File: src/rtl/tnn_pkg.sv
// Shared constants, helpers and FSM state type for the temporal-coding blocks.
package tnn_pkg;

  localparam int GAMMA_DEF = 40;
  localparam int TW_DEF    = 6;

  typedef enum logic [1:0] {
    IDLE  = 2'd0,
    COUNT = 2'd1,
    DONE  = 2'd2
  } tnn_state_e;

  // "Never fired" time-stamp: all ones at the given width.
  function automatic int unsigned inf_of(input int unsigned tw);
    return (32'd1 << tw) - 32'd1;
  endfunction

endpackage

File: src/rtl/spike_capture_lane.sv
// One temporal line: records the counter value at the first observed fall.
module spike_capture_lane
  import tnn_pkg::*;
#(
  parameter int TW = TW_DEF
) (
  input  logic          clk,
  input  logic          rst,
  input  logic          clear,
  input  logic          en,
  input  logic [TW-1:0] t,
  input  logic          line,
  output logic [TW-1:0] time_o,
  output logic          fired_o
);

  localparam logic [TW-1:0] INF = TW'(inf_of(TW));

  logic [TW-1:0] time_q;
  logic          fired_q;

  // First-fall capture; once fired the lane ignores the line until cleared.
  always_ff @(posedge clk or posedge rst) begin
    if (rst) begin
      time_q  <= INF;
      fired_q <= 1'b0;
    end else if (clear) begin
      time_q  <= INF;
      fired_q <= 1'b0;
    end else if (en && !fired_q && !line) begin
      time_q  <= t;
      fired_q <= 1'b1;
    end
  end

  assign time_o  = time_q;
  assign fired_o = fired_q;

endmodule

File: src/rtl/spike_time_decoder.sv
// Converts N temporal lines (1->0 transition times) into binary time-stamps
// over one gamma window, and flags whether the times are non-decreasing.
module spike_time_decoder
  import tnn_pkg::*;
#(
  parameter int N     = 16,
  parameter int GAMMA = GAMMA_DEF,
  parameter int TW    = TW_DEF
) (
  input  logic            clk,
  input  logic            rst,
  input  logic            start,
  input  logic [0:N-1]    lines_in,
  input  logic            out_ready,
  output logic            busy,
  output logic            valid,
  output logic [N*TW-1:0] times_out,
  output logic [0:N-1]    fired,
  output logic            order_err
);

  localparam logic [TW-1:0] INF    = TW'(inf_of(TW));
  localparam logic [TW-1:0] T_LAST = TW'(GAMMA - 1);

  tnn_state_e    state_q;
  logic [TW-1:0] t_q;
  logic          busy_q, valid_q, order_q;

  logic                   clear, en, order_d;
  logic [N-1:0][TW-1:0]   time_w;
  logic [N-1:0][TW-1:0]   eff;
  logic [N-1:0]           fired_w;

  assign clear = (state_q == IDLE) && start;
  assign en    = (state_q == COUNT);

  for (genvar i = 0; i < N; i++) begin : g_lane
    spike_capture_lane #(.TW(TW)) u_lane (
      .clk     (clk),
      .rst     (rst),
      .clear   (clear),
      .en      (en),
      .t       (t_q),
      .line    (lines_in[i]),
      .time_o  (time_w[i]),
      .fired_o (fired_w[i])
    );
    // Time the lane will hold after this edge, so the final sample of the
    // window is already included when order_err is registered.
    assign eff[i]   = fired_w[i] ? time_w[i] : (!lines_in[i] ? t_q : INF);
    assign fired[i] = fired_w[i];
  end

  if (N > 1) begin : g_ord
    logic [N-2:0] bad;
    for (genvar i = 0; i < N - 1; i++) begin : g_cmp
      assign bad[i] = eff[i] > eff[i+1];
    end
    assign order_d = |bad;
  end else begin : g_ord1
    assign order_d = 1'b0;
  end

  // Window FSM with counter and registered status outputs.
  always_ff @(posedge clk or posedge rst) begin
    if (rst) begin
      state_q <= IDLE;
      t_q     <= '0;
      busy_q  <= 1'b0;
      valid_q <= 1'b0;
      order_q <= 1'b0;
    end else begin
      case (state_q)
        IDLE: begin
          if (start) begin
            state_q <= COUNT;
            t_q     <= '0;
            busy_q  <= 1'b1;
            order_q <= 1'b0;
          end
        end
        COUNT: begin
          if (t_q == T_LAST) begin
            state_q <= DONE;
            t_q     <= '0;
            valid_q <= 1'b1;
            order_q <= order_d;
          end else begin
            t_q <= t_q + TW'(1);
          end
        end
        DONE: begin
          if (out_ready) begin
            state_q <= IDLE;
            busy_q  <= 1'b0;
            valid_q <= 1'b0;
          end
        end
        default: begin
          state_q <= IDLE;
          t_q     <= '0;
          busy_q  <= 1'b0;
          valid_q <= 1'b0;
        end
      endcase
    end
  end

  assign busy      = busy_q;
  assign valid     = valid_q;
  assign order_err = order_q;
  assign times_out = time_w;

endmodule

File: config.mk
export PLATFORM = sky130hd
export DESIGN_NAME = spike_time_decoder
export DESIGN_NICKNAME = d
export VERILOG_FILES = /design/src/rtl/tnn_pkg.sv /design/src/rtl/spike_capture_lane.sv /design/src/rtl/spike_time_decoder.sv
export SDC_FILE = /design/constraint.sdc
export NUM_CORES = 1
export LEC_CHECK = 0
export ABC_AREA = 1
export CORE_MARGIN = 5
export CORE_UTILIZATION = 60
export CTS_CLUSTER_DIAMETER = 200
export CTS_CLUSTER_SIZE = 8
export DETAILED_ROUTE_END_ITERATION = 12
export MAX_ROUTING_LAYER = met4
export PLACE_DENSITY_LB_ADDON = 0.25
export SLEW_MARGIN = 30
export SYNTH_ARGS = -nofsm -noshare
export SYNTH_HDL_FRONTEND = slang
export SYNTH_HIERARCHICAL = 1
export SYNTH_SLANG_ARGS = --single-unit
export TNS_END_PERCENT = 10
File: constraint.sdc
create_clock -name clk -period 7.4 [get_ports clk]
set_clock_uncertainty 0.2 [all_clocks]
set_input_delay 1.85 -clock clk [delete_from_list [all_inputs] [get_ports clk]]
set_output_delay 1.85 -clock clk [all_outputs]
set_load 0.03 [all_outputs]
==> results of run 1 <==
==> final cells by class <==
type / count / area share [%]
well taps: 188 / 2.055
clock inverters: 11 / 1.268
clock buffers: 21 / 3.935
repair buffers: 142 / 12.20
inverters: 243 / 7.969
flip-flops and latches: 123 / 27.94
multi-input cells: 853 / 44.63
==> how the worst max path moves through the flow <==
stage	start	to	slack, ns
finish	lines_in[13]	order_err$_DFFE_PP0P_	3.32
global placement	lines_in[5]	order_err$_DFFE_PP0P_	3.03
global route	lines_in[13]	order_err$_DFFE_PP0P_	3.11
CTS	lines_in[13]	order_err$_DFFE_PP0P_	3.38
detailed placement	lines_in[5]	order_err$_DFFE_PP0P_	3.00
floorplan	start	g_lane[0].u_lane/time_o[0]$_DFFE_PP1P_	3.48
==> cell usage after synthesis, types with 2 or more instances <==
cell	count	area (sq um)
sky130_fd_sc_hd__a21oi_1	46	230.2
sky130_fd_sc_hd__buf_2	3	15.01
sky130_fd_sc_hd__clkbuf_1	5	18.77
sky130_fd_sc_hd__dfrtp_1	27	675.7
sky130_fd_sc_hd__dfstp_2	96	2522
sky130_fd_sc_hd__ha_1	89	1114
sky130_fd_sc_hd__inv_1	193	724.4
sky130_fd_sc_hd__inv_2	50	187.7
sky130_fd_sc_hd__nand2_1	286	1074
sky130_fd_sc_hd__nand2_4	16	180.2
sky130_fd_sc_hd__nand3_1	131	655.6
sky130_fd_sc_hd__nand3_4	16	280.3
sky130_fd_sc_hd__nand4_1	35	219.0
sky130_fd_sc_hd__nor2_1	50	187.7
sky130_fd_sc_hd__nor2_2	2	12.51
sky130_fd_sc_hd__nor3_1	3	15.01
sky130_fd_sc_hd__o21ai_0	8	40.04
sky130_fd_sc_hd__o21bai_1	11	82.58
sky130_fd_sc_hd__o22ai_1	88	550.5
sky130_fd_sc_hd__or2_0	32	200.2
sky130_fd_sc_hd__or2_1	32	200.2
==> through the flow <==
| stage | cells | setup WS [ns] | instance area (sq um) |
|---|---|---|---|
| detailed placement | 1549 | 3.001 | 10860 |
| floorplan | 1229 | 3.483 | 9259 |
| CTS | 1581 | 3.380 | 11450 |
| finish | 1581 | 3.323 | 11450 |
| global route | 1581 | 3.113 | 11450 |
| global placement | 1549 | 3.031 | 10860 |
==> flip-flops by register name (all words and copies together) (netlist names) <==
signal and cells:
valid 1, g_lane.u_lane/time_o 96, g_lane.u_lane/fired_o 16, state_q 2
busy 1, order_err 1, t_q 6
==> metal layers <==
| metal | global-route usage [%] | wire (microns) |
|---|---|---|
| met1 | 37.19 | 10780 |
| met4 | 10.35 | 551 |
| met2 | 49.64 | 12460 |
| met5 | - | 0 |
| met3 | 5.401 | 1788 |
==> kinds of logic after synthesis <==
| group | after synthesis | share of synthesized area (%) |
|---|---|---|
| compound gates | 160 | 10.36 |
| fa+ha+maj | 89 | 12.03 |
| buf+inv | 253 | 10.34 |
| flops | 123 | 34.54 |
| simple gates | 604 | 32.73 |
==> cells in the final DEF, fill, tap and decap left out, types with 11 or more instances in the layout <==
| master | n |
|---|---|
| sky130_fd_sc_hd__nand2_1 | 286 |
| sky130_fd_sc_hd__inv_1 | 192 |
| sky130_fd_sc_hd__clkdlybuf4s50_1 | 133 |
| sky130_fd_sc_hd__nand3_1 | 131 |
| sky130_fd_sc_hd__dfstp_2 | 96 |
| sky130_fd_sc_hd__ha_1 | 89 |
| sky130_fd_sc_hd__o22ai_1 | 88 |
| sky130_fd_sc_hd__inv_2 | 51 |
| sky130_fd_sc_hd__nor2_1 | 50 |
| sky130_fd_sc_hd__a21oi_1 | 46 |
| sky130_fd_sc_hd__nand4_1 | 35 |
| sky130_fd_sc_hd__or2_0 | 32 |
| sky130_fd_sc_hd__or2_1 | 32 |
| sky130_fd_sc_hd__dfrtp_1 | 27 |
| sky130_fd_sc_hd__clkbuf_16 | 17 |
| sky130_fd_sc_hd__nand3_4 | 16 |
| sky130_fd_sc_hd__nand2_4 | 16 |
| sky130_fd_sc_hd__o21bai_1 | 11 |
==> worst register-to-register path, delay by kind of cell, from the launching register on <==
kind | cells | cell delay [ns]
adder cells (fa/ha/maj) | 1 | 0.30
flip-flops | 1 | 0.74
buffers and inverters | 3 | 0.58
AND/OR/NAND/NOR | 12 | 1.07
==> impl_metrics.json, run 1 <==
{
  "gpl_congestion": 0.8813,
  "ff_latch_area_sq_um": 3198,
  "port_buffers": 134,
  "synth_enable_flop_cells": 0,
  "timing_max_transition_violations_final": 0,
  "multiInputGateArea_sq_um": 5109,
  "setup.worst_path.class": "primary input to register",
  "grt_max_degree": 54,
  "total_clock_sinks": 123,
  "critical_path.endpoint_type": "register",
  "floorplan.rows": 45,
  "grt_setup_unrepaired": "false",
  "areaGrowthSynthToFinish_pct": 23.62,
  "reg2reg_to": "order_err$_DFFE_PP0P_",
  "synth-warning-count": 6,
  "final_core_utilization_pct": 75.57,
  "r2r_setup_slack_ns": 4.38,
  "post-route-min-period_ns": 4.077,
  "final.fill_count": 1140,
  "synthFlopType": "sky130_fd_sc_hd__dfstp_2",
  "max-slew-margin-rel_pct": 38.04,
  "setup_violations": 0,
  "end_of_the_worst_hold_path": "g_lane[4].u_lane/time_o[1]$_DFFE_PP1P_",
  "detailroute.via_count": 8925,
  "reg2reg_depth": 16,
  "cts_tree": "yes",
  "crit_buf_inv": 3,
  "crit_path_start_kind": "primary input",
  "diodes": 0,
  "worst-path-max-fanout": 5,
  "worst-endpoint-arrival_ns": 4.19,
  "coreArea_sq_um": 15150,
  "worst_pin_slew_ns": 0.9272,
  "required_ns": 7.51,
  "final_hold_viol_count": 0,
  "route.detailed.drc": 0,
  "syn_nets": 1338,
  "maxCapViolCount": 0,
  "fmax_mhz": 245.3,
  "chipHeight_microns": 134.2,
  "postRouteWirelength_microns": 25580,
  "cts.hold.buffers_added": 0,
  "placed_wire_length_estimate_microns": 18450,
  "cts_inserted_buffers": 17,
  "global_route.usage.total_pct": 29.99,
  "cts.repair_timing.setup_buffer_count": 0,
  "slowest_delay_ns": 0.46,
  "worst-path-stages": 17,
  "syn_avg_cell_area_sq_um": 7.534,
  "vias_per_cell": 5.645,
  "final_min_period_over_clock_period_pct": 55.10,
  "post_cts_resized": 0,
  "ctsRootBufferMaster": "sky130_fd_sc_hd__clkbuf_16",
  "design.final.nets": 1489,
  "ctsLongestPathBuffers": 2,
  "first_global_vias": 8847,
  "clk_pin_slew_worst_paths_ns": 0.06,
  "post_synth_num_cell_types": 31,
  "htree_num_levels": 4,
  "worst_skew_pair.late_latency_ns": 0.43,
  "path_cells": "clkdlybuf4s50_1 > nor2_1 > inv_1 > o22ai_1 > ha_1 > nand2_1 > nor2_1 > nand2_1 > nand3_1 > nand2_1 > nand2_1 > inv_1 > nand2_1 > nor2_1 > nand2_1 > nor2_1 > nor2_1",
  "fp.dieArea_sq_um": 18020,
  "timing.setup.tns_ns": 0,
  "grt_pass1_wl_microns": 42680,
  "asyncSetResetFlopFracSynth_pct": 100.0,
  "routedWlPerCell_microns": 16.18,
  "antenna_violating_nets_post_route": 0,
  "timing.hold.worst.class": "register to register",
  "synth-seq-area-share_pct": 34.54,
  "crit_path_top_delay_cell": "sky130_fd_sc_hd__clkdlybuf4s50_1",
  "number_of_drc_markers_after_the_initial_detailed_route_iteration": 857,
  "syn_inst": 1229,
  "num_io_pins": 135,
  "grt_antenna_before_repair": 0,
  "crit_path_frequent_cell": "sky130_fd_sc_hd__nand2_1",
  "smallest_hold_slack_ns": 0.2977,
  "die-width_microns": 134.2,
  "hold_path_depth": 2,
  "drive_above_1_share_pct": 15.94,
  "global_route.overflow_total": 0,
  "hold_path.startpoint": "g_lane[4].u_lane/time_o[1]$_DFFE_PP1P_",
  "regToRegStartpoint": "t_q[3]$_DFFE_PP0P_",
  "starting_density_of_the_core_pct": 61.13,
  "iteration_count_of_the_initial_detailed_routing_pass": 5,
  "synthesized_flop_and_latch_total": 123,
  "critical_path.top_delay_family": "simple AND/OR/NAND/NOR gates",
  "syn-cell-area_sq_um": 9259,
  "run_status": "finished, final reports clean"
}
Power of run 1 is left out: the tool's default activity adds up to more than one toggle a clock period on the data nets, which glitch-free logic cannot reach.
==> run 2, diff against run 1 <==
--- a/config.mk
+++ b/config.mk
@@ -7,7 +7,7 @@
 export LEC_CHECK = 0
 export ABC_AREA = 1
 export CORE_MARGIN = 5
-export CORE_UTILIZATION = 60
+export CORE_UTILIZATION = 56
 export CTS_CLUSTER_DIAMETER = 200
 export CTS_CLUSTER_SIZE = 8
 export DETAILED_ROUTE_END_ITERATION = 12
==> constraint.sdc (replaced) <==
create_clock -name clk -period 4.2 [get_ports clk]
set_clock_uncertainty 0.2 [all_clocks]
set_input_delay 1.05 -clock clk [delete_from_list [all_inputs] [get_ports clk]]
set_output_delay 1.05 -clock clk [all_outputs]
set_load 0.03 [all_outputs]
==> run 2 against run 1 <==
Effect of this change: critical endpoint unchanged; register-to-register slack got worse by 3.0 ns; worst hold slack got worse by 0.0040 ns; first-iteration DRC count fell by 32%; via count fell by 1.4%.
==> impl_metrics.json, run 2 (synthesized netlist as in run 1, its figures left out) <==
{
  "run_status": "finished, final reports clean",
  "crit_path_top_delay_cell": "sky130_fd_sc_hd__clkdlybuf4s50_1",
  "first_global_vias": 8677,
  "ff_latch_area_sq_um": 3199,
  "timing_max_transition_violations_final": 0,
  "gpl_congestion": 0.8977,
  "post-route-min-period_ns": 3.138,
  "timing.hold.worst.class": "register to register",
  "port_buffers": 134,
  "postRouteWirelength_microns": 25070,
  "required_ns": 4.31,
  "worst_pin_slew_ns": 0.8976,
  "grt_setup_unrepaired": "false",
  "worst-path-max-fanout": 5,
  "vias_per_cell": 5.444,
  "final.fill_count": 1319,
  "ctsLongestPathBuffers": 2,
  "total_clock_sinks": 123,
  "floorplan.rows": 47,
  "crit_buf_inv": 3,
  "global_route.overflow_total": 0,
  "cts.hold.buffers_added": 0,
  "maxCapViolCount": 0,
  "setup_violations": 0,
  "antenna_violating_nets_post_route": 0,
  "fmax_mhz": 318.7,
  "grt_pass1_wl_microns": 42060,
  "mostFrequentLayoutCell": "sky130_fd_sc_hd__nand2_1",
  "placed_wire_length_estimate_microns": 18240,
  "diodes": 0,
  "coreArea_sq_um": 16410,
  "max-slew-margin-rel_pct": 40.16,
  "crit_path_frequent_cell": "sky130_fd_sc_hd__nand2_1",
  "cts_inserted_buffers": 17,
  "die-width_microns": 138.6,
  "chipHeight_microns": 138.6,
  "regToRegStartpoint": "t_q[5]$_DFFE_PP0P_",
  "multiInputGateArea_sq_um": 5109,
  "setup.worst_path.class": "primary input to register",
  "global_route.usage.total_pct": 27.20,
  "post_cts_resized": 0,
  "detailroute.via_count": 8797,
  "cts_tree": "yes",
  "starting_density_of_the_core_pct": 56.43,
  "layout.cells.most_common_list": "286 x sky130_fd_sc_hd__nand2_1, 192 x sky130_fd_sc_hd__inv_1, 134 x sky130_fd_sc_hd__clkdlybuf4s50_1, 131 x sky130_fd_sc_hd__nand3_1, 96 x sky130_fd_sc_hd__dfstp_2",
  "num_io_pins": 135,
  "worst-endpoint-arrival_ns": 3.25,
  "cts.repair_timing.setup_buffer_count": 0,
  "fp.dieArea_sq_um": 19210,
  "number_of_drc_markers_after_the_initial_detailed_route_iteration": 586,
  "clk_pin_slew_worst_paths_ns": 0.06,
  "path_cells": "clkdlybuf4s50_1 > nor2_1 > inv_1 > o22ai_1 > ha_1 > nand2_1 > nor2_1 > nand2_1 > nand3_1 > nand2_1 > nand2_1 > inv_1 > nand2_1 > nor2_1 > nand2_1 > nor2_1 > nor2_1",
  "final_min_period_over_clock_period_pct": 74.70,
  "critical_path.endpoint_type": "register",
  "slowest_delay_ns": 0.45,
  "design.final.nets": 1493,
  "crit_path_start_kind": "primary input",
  "critPathLaunch": "lines_in[13]",
  "worst_skew_pair.late_latency_ns": 0.42,
  "routedWlPerCell_microns": 15.51,
  "areaGrowthSynthToFinish_pct": 24.31,
  "drive_above_1_share_pct": 16.12,
  "max_ffs_per_register": 96,
  "timing.setup.tns_ns": 0,
  "grt_antenna_before_repair": 0,
  "route.detailed.drc": 0,
  "ctsRootBufferMaster": "sky130_fd_sc_hd__clkbuf_16",
  "grt_max_degree": 53,
  "final_hold_viol_count": 0,
  "iteration_count_of_the_initial_detailed_routing_pass": 6,
  "critical_path.top_delay_family": "simple AND/OR/NAND/NOR gates",
  "hold_path.startpoint": "g_lane[6].u_lane/time_o[1]$_DFFE_PP1P_",
  "htree_num_levels": 4
}
-- run 2: cell types whose count changed in the layout (fill, tap and decap cells not counted), sizes merged --
cell / delta
buf: +3
clkbuf: +2
clkinvlp: -2
bufinv: -1
clkdlybuf4s50: +1
-- run 2: tightest hold or removal path, delay by kind of cell (launching register included) --
kind	cells	cell delay [ns]
flops	1	0.37
simple gates	2	0.12
-- run 2: per-stage QoR --
step	area [sq um]	setup WS, ns	cells	utilization [%]	hold slack, ns
CTS	11510	1.094	1616	70.15	0.2941
global placement	10940	0.7165	1585	66.67	0.2845
detailed placement	10940	0.7244	1585	66.67	0.2864
global route	11510	0.8591	1616	70.15	0.3060
finish	11510	1.062	1616	70.15	0.2937
floorplan	9259	0.9377	1229	-	0.3490
-- run 2: layout make-up --
type | instances | share of cell area, %
clock inverter | 8 | 0.8044
tap | 220 | 2.392
timing repair buffer | 146 | 12.54
multi-input combinational | 853 | 44.39
inverter | 243 | 7.925
clock buffer | 23 | 4.153
sequential | 123 | 27.80
-- run 2: per-layer routing --
metal / GRT usage (%) / vias up / wire [microns]
met5: - / - / 0
met4: 8.008 / 0 / 446
met3: 5.103 / 51 / 1501
met2: 44.71 / 299 / 12210
met1: 34.43 / 4079 / 10920
li1: - / 4368 / -
-- run 2: worst paths after layout --
path	end	slack (ns)	cells after the start
max in group asynchronous	g_lane[4].u_lane/time_o[2]$_DFFE_PP1P_	2.14	3
max reg2reg	order_err$_DFFE_PP0P_	1.35	14
min	g_lane[6].u_lane/time_o[1]$_DFFE_PP1P_	0.29	2
min reg2reg	g_lane[6].u_lane/time_o[1]$_DFFE_PP1P_	0.29	2
max	order_err$_DFFE_PP0P_	1.06	17
min in group asynchronous	g_lane[13].u_lane/fired_o$_DFFE_PP0P_	1.18	2
Power of run 2 is left out for the same reason.
==> run 3, diff against run 2 <==
==> constraint.sdc (replaced) <==
create_clock -name clk -period 3.16 [get_ports clk]
set_clock_uncertainty 0.2 [all_clocks]
set_input_delay 0.79 -clock clk [delete_from_list [all_inputs] [get_ports clk]]
set_output_delay 0.79 -clock clk [all_outputs]
set_load 0.03 [all_outputs]
==> run 3 against run 2 <==
Effect of this change: final cell count increased by 0.74%; via count increased by 2.1%; cell area increased by 0.95%; critical path depth unchanged; non-clock buffer count increased by 11; critical endpoint unchanged; wire length increased by 0.85%; first-iteration DRC count decreased by 9.7%; register-to-register slack got worse by 0.74 ns; clock-buffer cell count increased by 2; sequential share of layout area decreased by 0.27 points; die area unchanged; utilization increased by 0.66 points.
==> impl_metrics.json, run 3 (synthesized netlist as in run 1, its figures left out) <==
{
  "mostFrequentLayoutCell": "sky130_fd_sc_hd__nand2_1",
  "critical_path.endpoint_type": "register",
  "gpl_congestion": 0.8998,
  "slowest_delay_ns": 0.48,
  "postRouteWirelength_microns": 25280,
  "timing_max_transition_violations_final": 0,
  "place_worst_setup_slack_ns": -0.1950,
  "layout.cells.most_common_list": "286 x sky130_fd_sc_hd__nand2_1, 192 x sky130_fd_sc_hd__inv_1, 134 x sky130_fd_sc_hd__clkdlybuf4s50_1, 131 x sky130_fd_sc_hd__nand3_1, 96 x sky130_fd_sc_hd__dfstp_2",
  "vias_per_cell": 5.517,
  "die-width_microns": 138.6,
  "port_buffers": 134,
  "grt_max_degree": 41,
  "number_of_drc_markers_after_the_initial_detailed_route_iteration": 529,
  "cts_tree": "yes",
  "diodes": 0,
  "route.met3.wl_microns": 1678,
  "dp.cells": 1596,
  "final_min_period_over_clock_period_pct": 91.86,
  "placed_wire_length_estimate_microns": 18710,
  "crit_path_start_kind": "primary input",
  "cts_inserted_buffers": 17,
  "ctsRootBufferMaster": "sky130_fd_sc_hd__clkbuf_16",
  "layoutNonFillerInstCount": 1628,
  "clk_pin_slew_worst_paths_ns": 0.05,
  "ctsLongestPathBuffers": 2,
  "worst-path-max-fanout": 6,
  "grt_pass1_wl_microns": 42000,
  "routedWlPerCell_microns": 15.53,
  "chipHeight_microns": 138.6,
  "grt_antenna_before_repair": 0,
  "coreArea_sq_um": 16410,
  "total_clock_sinks": 123,
  "setup_violations": 0,
  "route.detailed.drc": 0,
  "cts.hold.buffers_added": 0,
  "starting_density_of_the_core_pct": 56.43,
  "crit_buf_inv": 4,
  "htree_num_levels": 4,
  "worst_skew_pair.late_latency_ns": 0.43,
  "iteration_count_of_the_initial_detailed_routing_pass": 5,
  "max-slew-margin-rel_pct": 66.08,
  "first_global_vias": 8591,
  "setup.worst_path.class": "primary input to register",
  "detailroute.via_count": 8981,
  "required_ns": 3.27,
  "drive_above_1_share_pct": 16.97,
  "crit_path_top_delay_cell": "sky130_fd_sc_hd__clkdlybuf4s50_1",
  "maxCapViolCount": 0,
  "detailroute.wirelength.met2_microns": 12100,
  "design.final.nets": 1504,
  "global_route.usage.total_pct": 27.21,
  "fmax_mhz": 344.5,
  "fp.dieArea_sq_um": 19210,
  "post-route-min-period_ns": 2.903,
  "timing.hold.worst.class": "register to register",
  "antenna_violating_nets_post_route": 0,
  "run_status": "finished, final reports clean",
  "path_cells": "clkdlybuf4s50_1 > nor2_1 > inv_1 > o22ai_1 > inv_1 > ha_1 > nand2_1 > nor2_1 > nand3_1 > nand2_1 > nand2_1 > inv_1 > nand2_1 > nor2_1 > nand2_1 > nor2_1 > nor2_1",
  "final_hold_viol_count": 0,
  "worst-endpoint-arrival_ns": 3.01,
  "global_route.overflow_total": 0,
  "worst_pin_slew_ns": 0.5054,
  "met1_length_microns": 10810,
  "critical_path.top_delay_family": "simple AND/OR/NAND/NOR gates",
  "topRoutingLayerUsed": "met4",
  "final.fill_count": 1311,
  "areaGrowthSynthToFinish_pct": 25.49,
  "num_io_pins": 135,
  "max_ffs_per_register": 96,
  "floorplan.rows": 47,
  "worst_slack_ns": 0.2573
}
-- run 3: changes by cell type in the layout (fill, tap and decap cells not counted) --
cell / previous run / this run
sky130_fd_sc_hd__buf_4: 11 / 21
sky130_fd_sc_hd__o22ai_1: 88 / 84
sky130_fd_sc_hd__o22ai_2: 0 / 4
sky130_fd_sc_hd__buf_12: 1 / 2
sky130_fd_sc_hd__bufinv_16: 2 / 1
sky130_fd_sc_hd__clkbuf_1: 3 / 4
sky130_fd_sc_hd__clkbuf_8: 3 / 4
sky130_fd_sc_hd__clkinv_2: 5 / 4
sky130_fd_sc_hd__clkinvlp_4: 1 / 2
sky130_fd_sc_hd__dfrtp_1: 26 / 27
sky130_fd_sc_hd__dfrtp_2: 1 / 0
-- run 3: per-layer routing --
| metal | up-vias | track usage (%) |
|---|---|---|
| li1 | 4405 | - |
| met1 | 4128 | 34.70 |
| met2 | 379 | 43.65 |
| met3 | 69 | 3.931 |
| met4 | 0 | 11.34 |
| met5 | - | - |
-- run 3: worst paths after layout --
check	startpoint	to	slack, ns	depth (start not counted)
max	lines_in[12]	order_err$_DFFE_PP0P_	0.26	17
min	g_lane[12].u_lane/time_o[1]$_DFFE_PP1P_	g_lane[12].u_lane/time_o[1]$_DFFE_PP1P_	0.30	2
max reg2reg	t_q[2]$_DFFE_PP0P_	order_err$_DFFE_PP0P_	0.61	15
min reg2reg	g_lane[12].u_lane/time_o[1]$_DFFE_PP1P_	g_lane[12].u_lane/time_o[1]$_DFFE_PP1P_	0.30	2
max in group asynchronous	rst	g_lane[3].u_lane/time_o[1]$_DFFE_PP1P_	1.78	3
min in group asynchronous	rst	busy$_DFFE_PP0P_	0.63	3
-- run 3: metrics by stage --
step / util [%] / hold WS (ns) / TNS [ns] / instance area, sq um
6_report: 70.82 / 0.2975 / 0 / 11620
5_1_grt: 70.82 / 0.3140 / -0.05792 / 11620
4_1_cts: 70.66 / 0.2971 / 0 / 11590
3_5_place_dp: 67.25 / 0.2864 / -0.1950 / 11030
3_3_place_gp: 67.25 / 0.2870 / -0.1475 / 11030
2_1_floorplan: - / 0.3490 / 0 / 9264
-- run 3: final cells by class --
| type | instances | area, sq um | area share [%] |
|---|---|---|---|
| clock inverter | 7 | 65.06 | 0.5600 |
| clock buffer | 25 | 495.5 | 4.264 |
| multi-input combinational | 853 | 5134 | 44.18 |
| tap | 220 | 275.3 | 2.369 |
| timing repair buffer | 157 | 1539 | 13.25 |
| inverter | 243 | 912.1 | 7.851 |
| sequential | 123 | 3198 | 27.53 |
-- run 3: timing repair --
action	4_1_cts	5_1_grt
resized for setup	0	4
setup buffers	0	0
endpoints found under the setup margin	0	1
-- run 3: worst reg2reg max path, stage by stage (launching register included) --
cell and delay (ns):
sky130_fd_sc_hd__dfrtp_1 0.50, sky130_fd_sc_hd__buf_4 0.28, sky130_fd_sc_hd__o22ai_1 0.27, sky130_fd_sc_hd__inv_1 0.08, sky130_fd_sc_hd__ha_1 0.28, sky130_fd_sc_hd__nand2_1 0.05, sky130_fd_sc_hd__nor2_1 0.12, sky130_fd_sc_hd__nand3_1 0.08
sky130_fd_sc_hd__nand2_1 0.16, sky130_fd_sc_hd__nand2_1 0.07, sky130_fd_sc_hd__inv_1 0.05, sky130_fd_sc_hd__nand2_1 0.04, sky130_fd_sc_hd__nor2_1 0.08, sky130_fd_sc_hd__nand2_1 0.06, sky130_fd_sc_hd__nor2_1 0.08, sky130_fd_sc_hd__nor2_1 0.04
Power of run 3 is left out for the same reason.
